===== src/rtl/branch_resolution_controller.sv =====
// branch_resolution_controller: 2-bit saturating-counter predictor with an
// in-order in-flight FIFO of conditional predictions and mispredict recovery.
// Optional build macro: BRANCH_PREDICTOR_STATS_EN adds retire/mispredict
// statistics counters and their output ports.
module branch_resolution_controller #(
  parameter int INDEX_W = 4,
  parameter int DEPTH   = 4
) (
  input  logic               clk,
  input  logic               reset,
  input  logic               fetch_valid,
  input  logic [2:0]         branch_type,
  input  logic [INDEX_W-1:0] fetch_index,
  input  logic               resolve_valid,
  input  logic               resolve_taken,
  output logic               predict_taken,
  output logic               unconditional_jump,
  output logic               fetch_stall,
  output logic               mispredict,
  output logic               resolve_underflow
`ifdef BRANCH_PREDICTOR_STATS_EN
  ,
  output logic [15:0]        stat_branches,
  output logic [15:0]        stat_mispredicts
`endif
);

  localparam int PTR_W   = (DEPTH > 1) ? $clog2(DEPTH) : 1;
  localparam int ENTRIES = 1 << INDEX_W;
  localparam logic [PTR_W:0] FULL_CNT = (PTR_W+1)'(DEPTH);

  typedef struct packed {
    logic [INDEX_W-1:0] idx;
    logic               pred;
  } entry_t;

  typedef enum logic {RUN, RECOVER} state_t;

  state_t             state;
  logic [1:0]         ctr  [ENTRIES];
  entry_t             fifo [DEPTH];
  logic [PTR_W-1:0]   rd_ptr, wr_ptr;
  logic [PTR_W:0]     count;

  logic   conditional, run, empty, full, pop, push, miss;
  entry_t head;

  // Decode, lookup, and FIFO handshake; lookup reads the pre-update counter.
  always_comb begin
    conditional        = fetch_valid & (branch_type inside {3'b101, 3'b110, 3'b111});
    unconditional_jump = fetch_valid & (branch_type == 3'b100);
    predict_taken      = conditional & ctr[fetch_index][1];
    run                = (state == RUN);
    empty              = (count == '0);
    full               = (count == FULL_CNT);
    head               = fifo[rd_ptr];
    pop                = resolve_valid & ~empty & run;
    miss               = pop & (head.pred != resolve_taken);
    fetch_stall        = (conditional & full & ~pop) | ~run;
    push               = conditional & ~fetch_stall;
  end

  // FSM, FIFO pointers/occupancy and registered status outputs.
  always_ff @(posedge clk or posedge reset) begin
    if (reset) begin
      state             <= RUN;
      rd_ptr            <= '0;
      wr_ptr            <= '0;
      count             <= '0;
      mispredict        <= 1'b0;
      resolve_underflow <= 1'b0;
    end else begin
      mispredict <= miss;
      if (resolve_valid & empty & run) resolve_underflow <= 1'b1;
      case (state)
        RUN:     if (miss) state <= RECOVER;
        default: state <= RUN;
      endcase
      // A mispredict flushes every younger entry, including a same-cycle push.
      if (miss) begin
        rd_ptr <= '0;
        wr_ptr <= '0;
        count  <= '0;
      end else begin
        if (push) wr_ptr <= wr_ptr + 1'b1;
        if (pop)  rd_ptr <= rd_ptr + 1'b1;
        count <= count + {{PTR_W{1'b0}}, push} - {{PTR_W{1'b0}}, pop};
      end
    end
  end

  // FIFO payload storage; contents are don't-care while the slot is unoccupied.
  always_ff @(posedge clk) begin
    if (push & ~miss) fifo[wr_ptr] <= '{idx: fetch_index, pred: predict_taken};
  end

  // Counter table: trains the retiring entry's counter with saturation.
  always_ff @(posedge clk or posedge reset) begin
    if (reset) begin
      for (int i = 0; i < ENTRIES; i++) ctr[i] <= 2'b01;
    end else if (pop) begin
      if (resolve_taken) begin
        if (ctr[head.idx] != 2'b11) ctr[head.idx] <= ctr[head.idx] + 2'b01;
      end else begin
        if (ctr[head.idx] != 2'b00) ctr[head.idx] <= ctr[head.idx] - 2'b01;
      end
    end
  end

`ifdef BRANCH_PREDICTOR_STATS_EN
  // Saturating counts of retired branches and mispredicting retires.
  always_ff @(posedge clk or posedge reset) begin
    if (reset) begin
      stat_branches    <= '0;
      stat_mispredicts <= '0;
    end else begin
      if (pop  && stat_branches    != 16'hFFFF) stat_branches    <= stat_branches + 16'd1;
      if (miss && stat_mispredicts != 16'hFFFF) stat_mispredicts <= stat_mispredicts + 16'd1;
    end
  end
`endif

endmodule

===== config.mk =====
export PLATFORM = sky130hd
export DESIGN_NAME = branch_resolution_controller
export DESIGN_NICKNAME = d
export VERILOG_FILES = /design/src/rtl/branch_resolution_controller.sv
export SDC_FILE = /design/constraint.sdc
export NUM_CORES = 1
export LEC_CHECK = 0
export BUFFER_PORTS_ARGS = -buffer_cell sky130_fd_sc_hd__clkbuf_2
export CORE_MARGIN = 4
export CORE_UTILIZATION = 60
export CTS_CLUSTER_DIAMETER = 200
export CTS_CLUSTER_SIZE = 10
export DETAILED_ROUTE_END_ITERATION = 6
export PLACE_DENSITY = 0.75
export SYNTH_ARGS = -nofsm -noshare
export SYNTH_HDL_FRONTEND = slang
export SYNTH_SLANG_ARGS = --single-unit
export TNS_END_PERCENT = 5

===== constraint.sdc =====
create_clock -name clk -period 4.3 [get_ports clk]
set_input_delay 0.215 -clock clk [delete_from_list [all_inputs] [get_ports clk]]
set_output_delay 0.215 -clock clk [all_outputs]
set_load 0.02 [all_outputs]

==> results of run 1 <==
==> where the power goes <==
part,internal (mW),switching [mW]
Sequential,0.851,0.126
Clock,0.322,0.223
Combinational,0.484,0.605
Total,1.66,0.953
==> synth_stat cells, types with 6 or more instances <==
library cell and n:
nand2b_1 6, edfxtp_1 20, o22ai_1 6, ha_1 8, nor2_1 20, dfrtp_1 26, mux2i_1 22, dfstp_2 16
nand2_1 8, mux2_2 27, mux4_2 9, inv_1 6
==> repair_timing <==
action / CTS / global route
hold endpoints to repair: 26 / 0
hold buffers: 1 / 0
setup endpoints to repair: 0 / 0
==> worst max path at each step <==
stage / start / endpoint / cells past startpoint
6_report: rd_ptr[0] / ctr[31] / 12
3_5_place_dp: rd_ptr[0] / ctr[31] / 12
5_1_grt: rd_ptr[1] / ctr[9] / 11
4_1_cts: rd_ptr[0] / ctr[31] / 12
3_3_place_gp: rd_ptr[1] / ctr[5] / 8
2_1_floorplan: rd_ptr[0] / ctr[31] / 14
==> metal layers <==
metal  GRT usage  vias to the layer above  routed length, um
li1            -                      904                  -
met3     0.07623                        8                309
met1      0.2799                      964               2653
met5           0                        -                  0
met2      0.3253                       48               2822
met4     0.05743                        0                 70
==> cell type report <==
class                      instances  area share
clock buffer                       9     0.03508
clock inverter                     7     0.02516
inverter                           6    0.006378
multi-input combinational        158      0.4033
sequential                        62      0.4734
tap                               70     0.02481
timing repair buffer              20     0.03189
==> cells by family (layout without fill, tap and decap cells) <==
group	Yosys count	count (layout)
AND/OR/NAND/NOR	64	64
flip-flops	62	62
buffers and inverters	15	42
adder cells (fa/ha/maj)	9	9
XOR/XNOR	6	6
multiplexers	64	64
AO/OA/AOI/OAI	15	15
==> metrics.md, run 1 <==
| Metric | Value |
|---|---|
| Outcome | finished clean |
| Setup_tns | 0 ns |
| Post-synthesis compound-gate area fraction | 0.02924 |
| Fin. Hold Viols | 0 |
| Syn_nets | 256 |
| Skew final | 0.01282 ns |
| TritonCTS clock tree | yes |
| Worst-path cell chain | buf_4, mux4_2, or2_1, o22ai_1, nor2_2, o21a_1, ha_1, mux2i_1, nand3_1, or3_4, or3_4, mux2_4 |
| Mux share of post-synthesis cell area | 0.2580 |
| Share of the synthesized area in the top cell type | 0.2055 |
| Synth Area in Simple Gates | 0.1079 |
| Non-Filler Instances | 332 |
| Port-buffer cells | 16 |
| Largest net degree at the start of global routing | 43 |
| #FFs+latches synth | 62 |
| Hold WS | 0.1326 ns |
| Synth area leaders | dfrtp_1, edfxtp_1, dfstp_2 |
| Drt drc | 0 |
| Maxcap violations | 0 |
| Global Route Usage Sum | 0.2100 |
| H-tree lvl count | 3 |
| Yosys warns | 0 |
| GRT overflow | 0 |
| Pwr/cell area | 738.9 nW/um2 |
| Largest area contributor in the netlist | dfrtp_1 |
| Boundary pin count | 17 |
| Hold Path Cell Cnt | 1 |
| Final nets | 278 |
| Post-synth top flop | dfrtp_1 |
| Post-route cell area | 3531 um2 |
| Fin util | 0.6913 |
| Fillers | 378 |
| Unrepaired setup endpoints after global routing | false |
| Chip Height | 80.65 um |
| Most common cell on crit path | or3_4 |
| Post-synth cell types | 44 |
| Asr flop ratio synth | 0.6774 |
| Vias in the first global route | 1,936 |
| Post-Place Cells | 315 |
| Die span in x | 80.65 um |
| Relative slew slack | 0.2063 |
| Seq/Total Area, Yosys | 0.5279 |
| Initial DRC count | 112 |
| Clock Latency Late Sink | 0.34 ns |
| WS Path Type | flip-flop to flip-flop |
| Placed Area | 3308 um2 |
| Synthesis-to-finish area growth | 11.50% |
| Multi-input logic area | 1424 um2 |
| WP data required | 4.52 ns |
| Final setup fails | 0 |
| Min-delay worst type | input port to flip-flop |
| Commonest non-fill, non-tap cell in the layout | mux2_2 |
| Worst-path fanout max | 13 |
| Initial antenna violation count | 0 |
| Worst setup EP type | flip-flop |
| # clock sinks | 62 |
| WP buf/inv | 1 |
| Most frequent cells in the layout | mux2_2, dfrtp_1, mux2i_1 |
| Power Total | 2.609 mW |
| Clock Tree Buf Depth | 2 |
| Gate Count Post-Synth | 235 |
| Dpl ws | 0.6800 ns |
| Placeable Area | 5107 um2 |
| Post-CTS sizing | 0 |
| Antenna Nets Post-Route | 0 |
| First-pass GRT wire length | 9.894 mm |
| Worst reg2reg setup slack | 0.66 ns |
| Clock Pin Slew Worst Setup and Hold Paths | 0.07 ns |
| Tmin final | 3.643 ns |
| Post-CTS setup buffers | 0 |
| Leakage | 1.465 nW |
| Syn Area/Cell | 13.48 um2 |
| Slew Limit Fails | 0 |
| Peak supply drop | 0.5053 mV |
| Via density | 5.795 |
| Drt total wl | 5.855 mm |
| Largest family of logic cells by synthesized area | multiplexers |
| Hold Path Sink | fifo[3][4] |
| CP max-delay cell | mux4_2 |
| Starting Density | 0.6200 |
| Final Cycle Share | 0.8473 |
| Launch point of the worst reg-to-reg path | rd_ptr[0] |
| Final HPWL DP | 4.240 mm |
| Critical path arrival | 3.87 ns |
| Total CTS buffers | 9 |
| Worst reg2reg path endpoint | ctr[31] |
| Synth Area in XOR/XNOR | 0.01659 |
| Worst path max stage delay | 0.66 ns |
| Cell Rows | 26 |
| Max Freq | 274.5 MHz |
| Share of layout cells above drive strength 1 | 0.3588 |
| Hold path startpoint | fetch_index[3] |
| CTS root buffer | clkbuf_8 |
| Cell Area, Synth | 3167 um2 |
| Cell family with most CP delay | simple AND/OR/NAND/NOR gates |
| Via count | 1,924 |
| Worst R2R Path Depth | 12 |
| Reg area | 1672 um2 |
| CP Launch Type | flip-flop |
| DIE AREA | 6504 um2 |
| Worst-margin pin slew | 1.182 ns |
| N_diodes | 0 |
| Routed length per instance | 17.64 um |
| Final WS setup | 0.6567 ns |
| Post-Synth Adder-Cell Area | 0.03793 |
| Drt pass-1 iters | 4 |
| RePlAce Congestion | 0.7810 |
| Post-synth EDFFs | 20 |
No activity file was read; power rests on OpenSTA's default activity.
==> run 2, diff against run 1 <==
==> constraint.sdc (replaced) <==
create_clock -name clk -period 3.8 [get_ports clk]
set_input_delay 0.19 -clock clk [delete_from_list [all_inputs] [get_ports clk]]
set_output_delay 0.19 -clock clk [all_outputs]
set_load 0.02 [all_outputs]
==> run 2 against run 1 <==
  * Cell area up 1.5%
  * Critical path type unchanged
  * Clock-buffer cell count unchanged
  * Sequential cell count stayed put
  * Global-route usage up 0.62 points
  * Via count increased by 1.4%
  * Critical endpoint unchanged
  * Combinational power up 21%
==> metrics.md, run 2 (synthesis gave the netlist of run 1 again) <==
| Metric | Value |
|---|---|
| Cell Rows | 26 (unchanged) |
| TritonCTS clock tree | yes |
| Chip Height | 80.65 um (unchanged) |
| Critical path arrival | 3.81 ns (-0.06 ns) |
| Worst setup EP type | flip-flop |
| Min-delay worst type | input port to flip-flop |
| CTS root buffer | clkbuf_8 |
| Leakage | 1.496 nW (+2.1%) |
| Routed length per instance | 18.34 um (+4.0%) |
| Worst-margin pin slew | 1.247 ns (+0.06522 ns) |
| CP Launch Type | flip-flop |
| Vias in the first global route | 1,983 (+2.4%) |
| WS Path Type | flip-flop to flip-flop |
| Hold path startpoint | fetch_index[1] |
| Tmin final | 3.574 ns (-0.06935 ns) |
| Pwr/cell area | 835.6 nW/um2 (+13%) |
| H-tree lvl count | 3 (unchanged) |
| Final nets | 286 (+2.9%) |
| Largest net degree at the start of global routing | 43 (unchanged) |
| Post-route cell area | 3583 um2 (+1.5%) |
| Initial DRC count | 110 (-1.8%) |
| Global Route Usage Sum | 0.2162 (+0.006173) |
| Slew Limit Fails | 0 (unchanged) |
| # clock sinks | 62 (unchanged) |
| Hold Path Cell Cnt | 1 (unchanged) |
| Drt pass-1 iters | 4 (unchanged) |
| Clock Latency Late Sink | 0.35 ns (about the same) |
| Placeable Area | 5107 um2 (unchanged) |
| DIE AREA | 6504 um2 (unchanged) |
| Port-buffer cells | 16 (unchanged) |
| Starting Density | 0.6200 (unchanged) |
| Non-Filler Instances | 340 (+2.4%) |
| Most frequent cells in the layout | mux2_2, dfrtp_1, mux2i_1 |
| Fin. Hold Viols | 0 (unchanged) |
| Drt drc | 0 (unchanged) |
| Final setup fails | 0 (unchanged) |
| Final Cycle Share | 0.9405 (+0.09323) |
| Initial antenna violation count | 0 (unchanged) |
| Worst reg2reg path endpoint | ctr[31] |
| Outcome | finished clean |
| Clock Tree Buf Depth | 2 (unchanged) |
| Placed Area | 3323 um2 (+0.45%) |
| Hold WS | 0.1044 ns (-0.02816 ns) |
| Via count | 1,951 (+1.4%) |
| Worst reg2reg setup slack | 0.23 ns (-0.43 ns) |
| Launch point of the worst reg-to-reg path | rd_ptr[0] |
| Antenna Nets Post-Route | 0 (unchanged) |
| Worst R2R Path Depth | 12 (unchanged) |
| Post-Place Cells | 317 (+0.63%) |
| Via density | 5.738 (-0.98%) |
| WP data required | 4.03 ns (-0.49 ns) |
| Boundary pin count | 17 (unchanged) |
| Worst-path fanout max | 9 (-4) |
| Skew final | 0.008034 ns (-0.004789 ns) |
| GRT overflow | 0 (unchanged) |
| Commonest non-fill, non-tap cell in the layout | mux2_2 |
| Fin util | 0.7016 (+0.01029) |
| Maxcap violations | 0 (unchanged) |
| Max Freq | 279.8 MHz (+1.9%) |
| Clock Pin Slew Worst Setup and Hold Paths | 0.07 ns (about the same) |
| Share of layout cells above drive strength 1 | 0.3852 (+0.02641) |
| Final HPWL DP | 4.265 mm (+0.58%) |
| Drt total wl | 6.237 mm (+6.5%) |
| Relative slew slack | 0.1625 (-0.04379) |
| Synthesis-to-finish area growth | 13.16% |
| Die span in x | 80.65 um (unchanged) |
| Hold Path Sink | fifo[3][2] |
| First-pass GRT wire length | 10.14 mm (+2.5%) |
| RePlAce Congestion | 0.8216 (+5.2%) |
| N_diodes | 0 (unchanged) |
| Peak supply drop | 0.4151 mV (-18%) |
| Fillers | 378 (unchanged) |
| Total CTS buffers | 9 (unchanged) |
==> run 2: changes by cell type in the layout (fill, tap and decap cells not counted) <==
cell,change
bufinv_16,-1
clkinv_2,+2
mux4_2,+1
buf_4,+7
dfrtp_1,-1
dfrtp_2,+1
clkinv_1,-1
==> run 2: cell type report <==
| class | instances | area [um2] | area share |
|---|---|---|---|
| clock buffer | 9 | 123.9 | 0.03457 |
| clock inverter | 7 | 65.06 | 0.01816 |
| inverter | 6 | 22.52 | 0.006285 |
| multi-input combinational | 159 | 1446 | 0.4036 |
| sequential | 62 | 1673 | 0.4668 |
| tap | 70 | 87.58 | 0.02444 |
| timing repair buffer | 27 | 165.2 | 0.04609 |
==> run 2: power by group <==
group / internal [mW] / total, mW / switching [mW]
Clock: 0.297 / 0.558 / 0.261
Combinational: 0.602 / 1.32 / 0.715
Sequential: 0.964 / 1.12 / 0.155
==> run 2: worst max path at each step <==
stage          startpoint      end  slack (ns)  cells past startpoint
2_1_floorplan   rd_ptr[0]  ctr[31]        0.42                     14
3_3_place_gp    rd_ptr[0]  ctr[31]        0.16                     12
3_5_place_dp    rd_ptr[0]  ctr[31]        0.12                     11
4_1_cts         rd_ptr[0]  ctr[31]        0.10                     11
5_1_grt         rd_ptr[0]  ctr[31]      -0.003                     12
6_report        rd_ptr[0]  ctr[31]        0.23                     12
==> run 2: worst max-delay path, stage by stage (launching register included) <==
cell and delay [ns]:
dfrtp_2 0.42, buf_4 0.16, mux4_2 0.62, or2_1 0.28, o22ai_1 0.23, o21ai_1 0.11, o21a_1 0.12, ha_1 0.19
mux2i_1 0.16, nand3_1 0.14, or3_4 0.37, or3_4 0.36, mux2_4 0.30
==> run 2: per-stage QoR <==
step / total power, mW / TNS (ns) / setup slack, ns
2_1_floorplan: 2.061 / 0 / 0.4236
3_3_place_gp: 2.341 / 0 / 0.1637
3_5_place_dp: 2.380 / 0 / 0.1248
4_1_cts: 2.942 / 0 / 0.1035
5_1_grt: 3.203 / -0.003153 / -0.003153
6_report: 2.994 / 0 / 0.2260
==> run 2: metal layers <==
layer | vias up | GRT usage | wire (um)
met4 | 0 | 0.1115 | 127
met1 | 983 | 0.3115 | 2970
li1 | 927 | - | -
met2 | 31 | 0.3113 | 2949
met5 | - | 0 | 0
met3 | 10 | 0.04036 | 189
==> run 2: what timing repair did <==
item                                    4_1_cts  5_1_grt
buffers inserted                              0        5
endpoints found under the hold margin        26        0
hold buffers                                  1        0
resized for setup                             0        2
endpoints found under the setup margin        0       25
